--- config.mk ---
export PLATFORM = sky130hd
export DESIGN_NAME = sample_framer
export DESIGN_NICKNAME = d
export VERILOG_FILES = /design/src/rtl/sdad_pkg.sv /design/src/rtl/sync_fifo.sv /design/src/rtl/sample_framer.sv
export SDC_FILE = /design/constraint.sdc
export NUM_CORES = 1
export LEC_CHECK = 0
export CAP_MARGIN = 20
export CORE_MARGIN = 5
export CORE_UTILIZATION = 59
export DETAILED_ROUTE_END_ITERATION = 8
export PLACE_DENSITY = 0.87
export SLEW_MARGIN = 0
export SYNTH_ARGS = -nofsm -noshare
export SYNTH_HDL_FRONTEND = slang
export SYNTH_SLANG_ARGS = --single-unit
--- constraint.sdc ---
create_clock -name clk -period 4.9 [get_ports clk]
set_clock_uncertainty 0.15 [all_clocks]
set_input_delay 0.49 -clock clk [delete_from_list [all_inputs] [get_ports clk]]
set_output_delay 0.49 -clock clk [all_outputs]
set_load 0.05 [all_outputs]
--- src/rtl/sdad_pkg.sv ---
// Shared types and helpers for the sigma-delta ADC data path.
package sdad_pkg;

  typedef enum logic [1:0] {IDLE, LOAD, SEND, WAIT_DONE} frameState_t;

  localparam logic [7:0] SYNC_BYTE_DEFAULT = 8'hA5;

  // Bytes needed to carry a sample of the given width.
  function automatic int sampleBytes(input int width);
    return (width + 7) / 8;
  endfunction

endpackage

--- src/rtl/sync_fifo.sv ---
// Single-clock FIFO with extra-bit pointers; level = wrPtr - rdPtr.
module sync_fifo #(
  parameter int WIDTH = 16,
  parameter int DEPTH = 8
) (
  input  logic                       clk,
  input  logic                       rst,
  input  logic                       push,
  input  logic [WIDTH-1:0]           pushData,
  input  logic                       pop,
  output logic [WIDTH-1:0]           popData,
  output logic                       full,
  output logic                       empty,
  output logic [$clog2(DEPTH):0]     level
);
  localparam int AW = $clog2(DEPTH);
  localparam logic [AW:0] ONE = 1;

  logic [WIDTH-1:0] mem [DEPTH];
  logic [AW:0]      wrPtr, rdPtr;
  logic             doPush, doPop;

  assign level   = wrPtr - rdPtr;
  // level never exceeds DEPTH, so its top bit alone marks full
  assign full    = level[AW];
  assign empty   = (level == '0);
  assign doPop   = pop && !empty;
  assign doPush  = push && (!full || doPop);
  assign popData = mem[rdPtr[AW-1:0]];

  always_ff @(posedge clk) begin
    if (rst) begin
      wrPtr <= '0;
      rdPtr <= '0;
    end else begin
      if (doPush) wrPtr <= wrPtr + ONE;
      if (doPop)  rdPtr <= rdPtr + ONE;
    end
  end

  always_ff @(posedge clk) begin
    if (doPush) mem[wrPtr[AW-1:0]] <= pushData;
  end

endmodule

--- src/rtl/sample_framer.sv ---
// Queues decimated samples and sends each as sync byte + sample bytes (MSB first) to UART_Tx.
// Optional trailing XOR checksum byte: define SAMPLE_FRAMER_CHECKSUM_EN.
module sample_framer
  import sdad_pkg::*;
#(
  parameter int C_SAMPLE_WIDTH    = 16,
  parameter int C_UART_DATA_WIDTH = 8,
  parameter int C_FIFO_DEPTH      = 8,
  parameter logic [C_UART_DATA_WIDTH-1:0] C_SYNC_BYTE = SYNC_BYTE_DEFAULT
) (
  input  logic                             clk,
  input  logic                             rst,
  input  logic [C_SAMPLE_WIDTH-1:0]        sampleData,
  input  logic                             sampleValid,
  input  logic                             enable,
  input  logic                             ovfClr,
  input  logic                             txBusy,
  output logic                             txSend,
  output logic [C_UART_DATA_WIDTH-1:0]     txData,
  output logic                             overflow,
  output logic [$clog2(C_FIFO_DEPTH):0]    level
);
  localparam int NB = sampleBytes(C_SAMPLE_WIDTH);
  localparam int SW = NB * 8;
`ifdef SAMPLE_FRAMER_CHECKSUM_EN
  localparam int LAST = NB + 1;
`else
  localparam int LAST = NB;
`endif

  frameState_t                   state, nextState;
  logic [C_SAMPLE_WIDTH-1:0]     fifoData;
  logic                          fifoFull, fifoEmpty, fifoPop, loadNext, drop;
  logic [SW-1:0]                 shiftReg;
  logic [C_UART_DATA_WIDTH-1:0]  topByte;
  logic [2:0]                    byteIdx;
`ifdef SAMPLE_FRAMER_CHECKSUM_EN
  logic [C_UART_DATA_WIDTH-1:0]  chk;
`endif

  sync_fifo #(.WIDTH(C_SAMPLE_WIDTH), .DEPTH(C_FIFO_DEPTH)) fifo (
    .clk(clk), .rst(rst),
    .push(sampleValid), .pushData(sampleData),
    .pop(fifoPop), .popData(fifoData),
    .full(fifoFull), .empty(fifoEmpty), .level(level)
  );

  assign drop    = sampleValid && fifoFull && !fifoPop;
  assign topByte = shiftReg[SW-1 -: C_UART_DATA_WIDTH];

  always_ff @(posedge clk) begin
    if (rst) state <= IDLE;
    else     state <= nextState;
  end

  always_comb begin
    nextState = state;
    fifoPop   = 1'b0;
    loadNext  = 1'b0;
    txSend    = 1'b0;
    case (state)
      // Incoming strobe counts as occupancy so a lone sample starts a frame next cycle.
      IDLE:      if (enable && !txBusy && (!fifoEmpty || sampleValid)) nextState = LOAD;
      LOAD: begin
        fifoPop   = 1'b1;
        nextState = SEND;
      end
      SEND: begin
        txSend = 1'b1;
        if (txBusy) nextState = WAIT_DONE;
      end
      WAIT_DONE: begin
        if (!txBusy) begin
          if (byteIdx < 3'(LAST)) begin
            loadNext  = 1'b1;
            nextState = SEND;
          end else begin
            nextState = IDLE;
          end
        end
      end
      default:   nextState = IDLE;
    endcase
  end

  always_ff @(posedge clk) begin
    if (rst) begin
      txData   <= '0;
      shiftReg <= '0;
      byteIdx  <= '0;
`ifdef SAMPLE_FRAMER_CHECKSUM_EN
      chk      <= '0;
`endif
    end else if (fifoPop) begin
      txData   <= C_SYNC_BYTE;
      shiftReg <= SW'(fifoData);
      byteIdx  <= '0;
`ifdef SAMPLE_FRAMER_CHECKSUM_EN
      chk      <= '0;
`endif
    end else if (loadNext) begin
      byteIdx <= byteIdx + 3'd1;
`ifdef SAMPLE_FRAMER_CHECKSUM_EN
      if (byteIdx == 3'(NB)) begin
        txData <= chk;
      end else begin
        txData   <= topByte;
        chk      <= chk ^ topByte;
        shiftReg <= shiftReg << 8;
      end
`else
      txData   <= topByte;
      shiftReg <= shiftReg << 8;
`endif
    end
  end

  // A drop wins over a same-cycle clear.
  always_ff @(posedge clk) begin
    if (rst)         overflow <= 1'b0;
    else if (drop)   overflow <= 1'b1;
    else if (ovfClr) overflow <= 1'b0;
  end

endmodule

# Word level (Yosys, flattened, before mapping)
# Memories as Yosys holds them, arrays and structs flattened. A register that Yosys moved wholly into a read port is not among the register bits.
# Index checks and enable logic that the tools add are counted.
dict set report op_classes {
  n_addsub 4
  n_lt_le_gt_ge 1
  n_eq_ne 6
  mux 20
  n_reduce_logical 18
}
# cell n
set op_table {}
lappend op_table {{16-bit two-way mux} 2}
lappend op_table {{8-bit two-way mux} 2}
lappend op_table {{1-bit two-way mux} 9}
lappend op_table {{4-bit by 1-bit adder with 4-bit output (second input constant)} 2}
lappend op_table {{2-bit two-way mux} 4}
lappend op_table {{2-bit case mux with 4 select lines} 1}
lappend op_table {{1-bit logical AND} 6}
lappend op_table {{3-bit two-way mux} 2}
lappend op_table {{2-bit inequality test (second input constant)} 3}
lappend op_table {{2-bit equality test (second input constant)} 2}
lappend op_table {{1-bit logical NOT} 4}
lappend op_table {{4-bit logical NOT} 1}
lappend op_table {{2-bit nonzero test} 2}
lappend op_table {{4-bit subtractor} 1}
lappend op_table {{3-bit by 1-bit adder with 3-bit output (second input constant)} 1}
lappend op_table {{3-bit by 2-bit less-than comparator with 1-bit output (second input constant)} 1}
lappend op_table {{3-bit AND reduction} 1}
lappend op_table {{2-bit by 1-bit equality test with 1-bit output (second input constant)} 1}
lappend op_table {{2-bit logical NOT} 1}
lappend op_table {{1-bit logical OR} 2}
lappend op_table {{2-bit OR reduction} 1}
dict set report word_totals {
  ff_bits 38
  ram_bits 128
  inputBits 22
  out_inout_bits 14
  word_cells 58
  memories 1
}
# memory depth word_bits read_ports rd_ports_with_merged_regs write_ports line_no
set mem_list {}
lappend mem_list {fifo.mem 8 16 1 1 1 sync_fifo.sv:19} ;# logic [WIDTH-1:0] mem [DEPTH];

# Logic depth before layout (Yosys ltp)
dict set report logic_depth {
  depth_word 8
  ltp_mapped 9
  mapped_depth_nobuf 9
}

# Cells and area by module
# From an unflattened synthesis, not the netlist that was laid out.
dict set report hier_totals {
  hier_cells 404
  area_unflattened_um2 6742.7
}
# mod n_inst cells_per_inst area_each_um2 seq_area_each_um2
set modules_own_cells {}
lappend modules_own_cells {sync_fifo 1 270 5500.3 4063.9}
lappend modules_own_cells {sample_framer 1 134 1242.4 600.6}

# Worst setup path before layout
# No wires, ideal clock.
dict set report synth_timing {
  kind {register to register}
  start {reg fifo.wrPtr[0]}
  end {mem fifo.mem[0][0], enable pin}
  setup_time_ns 0.430
  t_arrival_ns 2.972
  required_time_ns 4.320
  path_slack_ns 1.347
  stages_incl_launch_ff 7
  n_path_buf 0
  synth_period_minus_slack_ns 3.553
  path_cell_list {dfxtp_1 inv_1 ha_1 nand3b_1 a21oi_1 o31ai_4 nor4_1}
}
dict set report synth_via {
  elab_chain_len 8
  elab_cells_between_ends 9
  cone_classes {1 x add/sub; 2 x mux; 6 x reduce/logical}
}
# element line_no
set synth_lines {}
lappend synth_lines {{start: declaration} sync_fifo.sv:20} ;# logic [AW:0] wrPtr, rdPtr;
lappend synth_lines {{start signal: assignment} sync_fifo.sv:36} ;# if (doPush) wrPtr <= wrPtr + ONE;
lappend synth_lines {{4-bit subtractor} sync_fifo.sv:23} ;# assign level = wrPtr - rdPtr;
lappend synth_lines {{4-bit logical NOT} sync_fifo.sv:26} ;# assign empty = (level == '0);
lappend synth_lines {{1-bit logical NOT} sync_fifo.sv:27} ;# assign doPop = pop && !empty;
lappend synth_lines {{1-bit logical AND} sync_fifo.sv:27}
lappend synth_lines {{1-bit logical OR} sync_fifo.sv:28} ;# assign doPush = push && (!full || doPop);
lappend synth_lines {{1-bit logical AND} sync_fifo.sv:28}
lappend synth_lines {{1-bit two-way mux} sync_fifo.sv:42} ;# if (doPush) mem[wrPtr[AW-1:0]] <= pushData;
lappend synth_lines {{1-bit two-way mux (not written as such)} sync_fifo.sv:42}
lappend synth_lines {{end: declaration} sync_fifo.sv:19}
# Several ways; a longest one is shown, not always the timed one.

# Worst setup path in the final report
dict set report layout_timing {
  start {reg fifo.wrPtr[0]}
  end {out level[2]}
}
dict set report layout_via {
  elab_chain_len 1
}
# element line_no
set layout_lines {}
lappend layout_lines {{4-bit subtractor} sync_fifo.sv:23}
lappend layout_lines {{end: declaration} sample_framer.sv:21} ;# output logic [$clog2(C_FIFO_DEPTH):0] level
# No other way between the ends.

==> impl_metrics.csv <==
group,metric,value,unit
setup_path,worstSetupPathType,"reg2out",
clock_network,postCtsSetupRepairBufs,0,
setup_path,cpMostUsedCell,"inv_1",
floorplanning,dieArea,13700,sq um
setup_path,cp-end-kind,"output pin",
clock_network,postCtsHoldBufs,0,
global_routing,track_usage,21.5,%
synth,syn-num-nets,470,
run_status,status,"completed",
setup_path,cp_max_fo,6,
floorplanning,coreArea,11300,sq um
global_routing,grt_pass1_vias,4003,
timing,finalSetupViolations,0,
cells_and_area,layout-drive-gt1-share,16.8,%
detailed_routing,finalWirelength,13500,microns
detailed_routing,drtAntennaViolNets,0,
clock_network,cts_tree,"built",
synth,yosys.cell_types.count,45,
timing,fin_crit,3.44,ns
synth,ys.flop_type,"edfxtp_1",
floorplanning,rows,39,
clock_network,cts.path.max_buffers,2,
synth,synth-compound-area-share,8.20,%
detailed_routing,vias,3942,
synth,async_flop_share,0,%
setup_path,path_cells,"inv_1, ha_1, inv_1, fa_1, xor2_1, clkdlybuf4s50_1",
synth,avgSynthCellArea,15.3,sq um
setup_path,worst-endpoint-arrival,2.80,ns
global_routing,overflow,0,
timing,slew_viol_final,0,
power_and_ir_drop,peakVddDrop,265,uV
global_routing,grt_pass1_wl,21500,microns
clock_network,htree_levels,4,
placed_design,gp_congestion,0.810,
detailed_routing,drt_first_pass_iters,5,
floorplanning,initial_core_util,59.5,%
timing,fin_setup_tns,0,ns
placed_design,port_buffers,35,
global_routing,antenna_found_initial,0,
floorplanning,io_pins,36,
clock_network,numCtsBuffers,17,
setup_path,required,4.26,ns
synth,syn-cell-area,6740,sq um
synth,synth_edf_count,128,
synth,synth_mux_area_share,8.98,%
timing,finalCritPeriodShare,70.1,%
timing,max_freq,291,MHz
placed_design,post-place-ws,1.92,ns
clock_network,cts_resized,0,
cells_and_area,insertedDiodeCount,0,
synth,synth-simple-area-share,8.67,%
timing,slew_headroom,38.0,%
setup_path,slowest_delay,0.84,ns
cells_and_area,area_growth,16.6,%
clock_network,clk_pin_slew,0.07,ns
detailed_routing,wl_per_cell,21.2,microns
floorplanning,die_w,117,microns
cells_and_area,nNetsFinal,511,
timing,timing.final.ws_setup,1.46,ns
placed_design,hpwl,7930,microns
synth,seq_area_frac_synth,69.2,%
synth,synth_xor_area_share,1.04,%
floorplanning,fp.dieH,117,microns
power_and_ir_drop,leakage,2.54,nW
detailed_routing,post-route-drc-count,0,
synth,synth_top_family_by_area,"multiplexers",
cells_and_area,final_util,69.4,%
synth,ys_ff_latch,169,
timing,rsz0062_at_grt,"no",
cells_and_area,final_common_cell,"edfxtp_1",
clock_network,cts_root_buffer,"clkbuf_16",
setup_path,critPathBufInv,3,
clock_network,clkSinkCount,169,
flow_run,drv_cap,0,
synth,synth_cells,441,
detailed_routing,drt_iter0_drc,329,
synth,synth_warnings,0,
setup_path,slowest_stage,"clkdlybuf4s50_1",
cells_and_area,mostFrequentLayoutCells,"edfxtp_1, dfxtp_1, clkdlybuf4s50_1",
power_and_ir_drop,p_per_area,424,nW/um^2
hold_path,hold_class,"reg2reg",
global_routing,grt_max_degree,47,
detailed_routing,viasPerCell,6.18,
timing,hold_violations,0,
timing,tightestPinTransition,0.929,ns
setup_path,cp-start-kind,"flip-flop",
synth,synthAdderAreaFrac,1.41,%
setup_path,cp_top_family,"buffers and inverters",
timing,holdWs,0.311,ns
clock_network,clk-insertion-delay-late,0.42,ns
==> cell usage after synthesis (4+ instances only) <==
library cell / number / area share [%]
mux2_2: 8 / 1.3
a221oi_1: 4 / 0.52
nand2_1: 25 / 1.4
a211oi_1: 10 / 1.1
a311oi_1: 6 / 0.78
buf_2: 8 / 0.59
ha_1: 6 / 1.1
nor4_1: 7 / 0.65
edfxtp_1: 128 / 57
a32o_1: 8 / 1.2
nor3_1: 9 / 0.67
clkbuf_1: 14 / 0.78
a21oi_1: 18 / 1.3
inv_1: 8 / 0.45
nand3_1: 5 / 0.37
dfxtp_1: 41 / 12
nor2_1: 22 / 1.2
o211ai_1: 8 / 0.89
xnor2_1: 6 / 0.78
mux4_2: 16 / 5.3
a2111oi_0: 8 / 1.0
nor2b_1: 29 / 2.7
mux2i_1: 14 / 2.1
==> metal layers <==
| layer | GRT usage (%) | routed length, microns | part of all wire (%) | vias up |
|---|---|---|---|---|
| met5 | 0 | 0 | 0 | - |
| met4 | 8.33 | 269 | 2.0 | 0 |
| met3 | 5.24 | 1040 | 7.7 | 28 |
| met2 | 35.6 | 6940 | 51 | 169 |
| met1 | 27.7 | 5260 | 39 | 1945 |
| li1 | - | - | - | 1800 |
==> metrics by stage <==
step | power [mW] | cells | instance area (sq um)
floorplan | 1.94 | 441 | 6740
global placement | 2.04 | 606 | 7280
detailed placement | 2.07 | 606 | 7280
CTS | 3.34 | 638 | 7860
global route | 3.45 | 638 | 7860
finish | 3.33 | 638 | 7860
==> worst reg2reg max path, delay by kind of cell (launching register included) <==
| kind | cells | cell delay [ns] |
|---|---|---|
| compound gates | 1 | 0.64 |
| simple gates | 3 | 0.50 |
| buf+inv | 2 | 0.49 |
| flops | 1 | 0.48 |
| mux | 1 | 0.32 |
| fa+ha+maj | 1 | 0.25 |
==> kinds of logic (layout without fill, tap and decap cells) <==
logic type,after synthesis,after routing
AOI/OAI and AO/OA,72,72
xor gates and xnor gates,8,8
adders and majority gates,7,7
buffers and inverters,35,89
DFF,169,169
muxes,39,39
and+or+nand+nor,111,111
==> final timing paths <==
kind	cells past startpoint	end	startpoint	slack, ns
worst min-delay path	2	txData[6]	txData[6]	0.31
worst max-delay path	6	level[2]	fifo.wrPtr[0]	1.46
worst max register to register	8	fifo.wrPtr[3]	fifo.wrPtr[0]	1.96
worst min register to register	2	txData[6]	txData[6]	0.31
==> final cells by class <==
cell class	instances	area, sq um
multi-input cells	237	1950
fillers	709	3460
clock inverters	13	101
inverters	8	30.0
flip-flops and latches	169	4670
repair buffers	49	455
well taps	143	179
clock buffers	19	475
==> flip-flops by register name, summed over array words and instances (netlist names), named ones only <==
register    cells
state           2
txData          8
overflow        1
fifo.wrPtr      4
fifo.mem      128
fifo.rdPtr      4
byteIdx         3
shiftReg       16
==> power breakdown <==
group          total [mW]  switching [mW]  internal [mW]
Combinational       0.376           0.227          0.149
Clock                1.29           0.564          0.721
Sequential           1.67          0.0472           1.62
Total                3.33           0.839           2.49
Power figures use the tool's default switching activity.
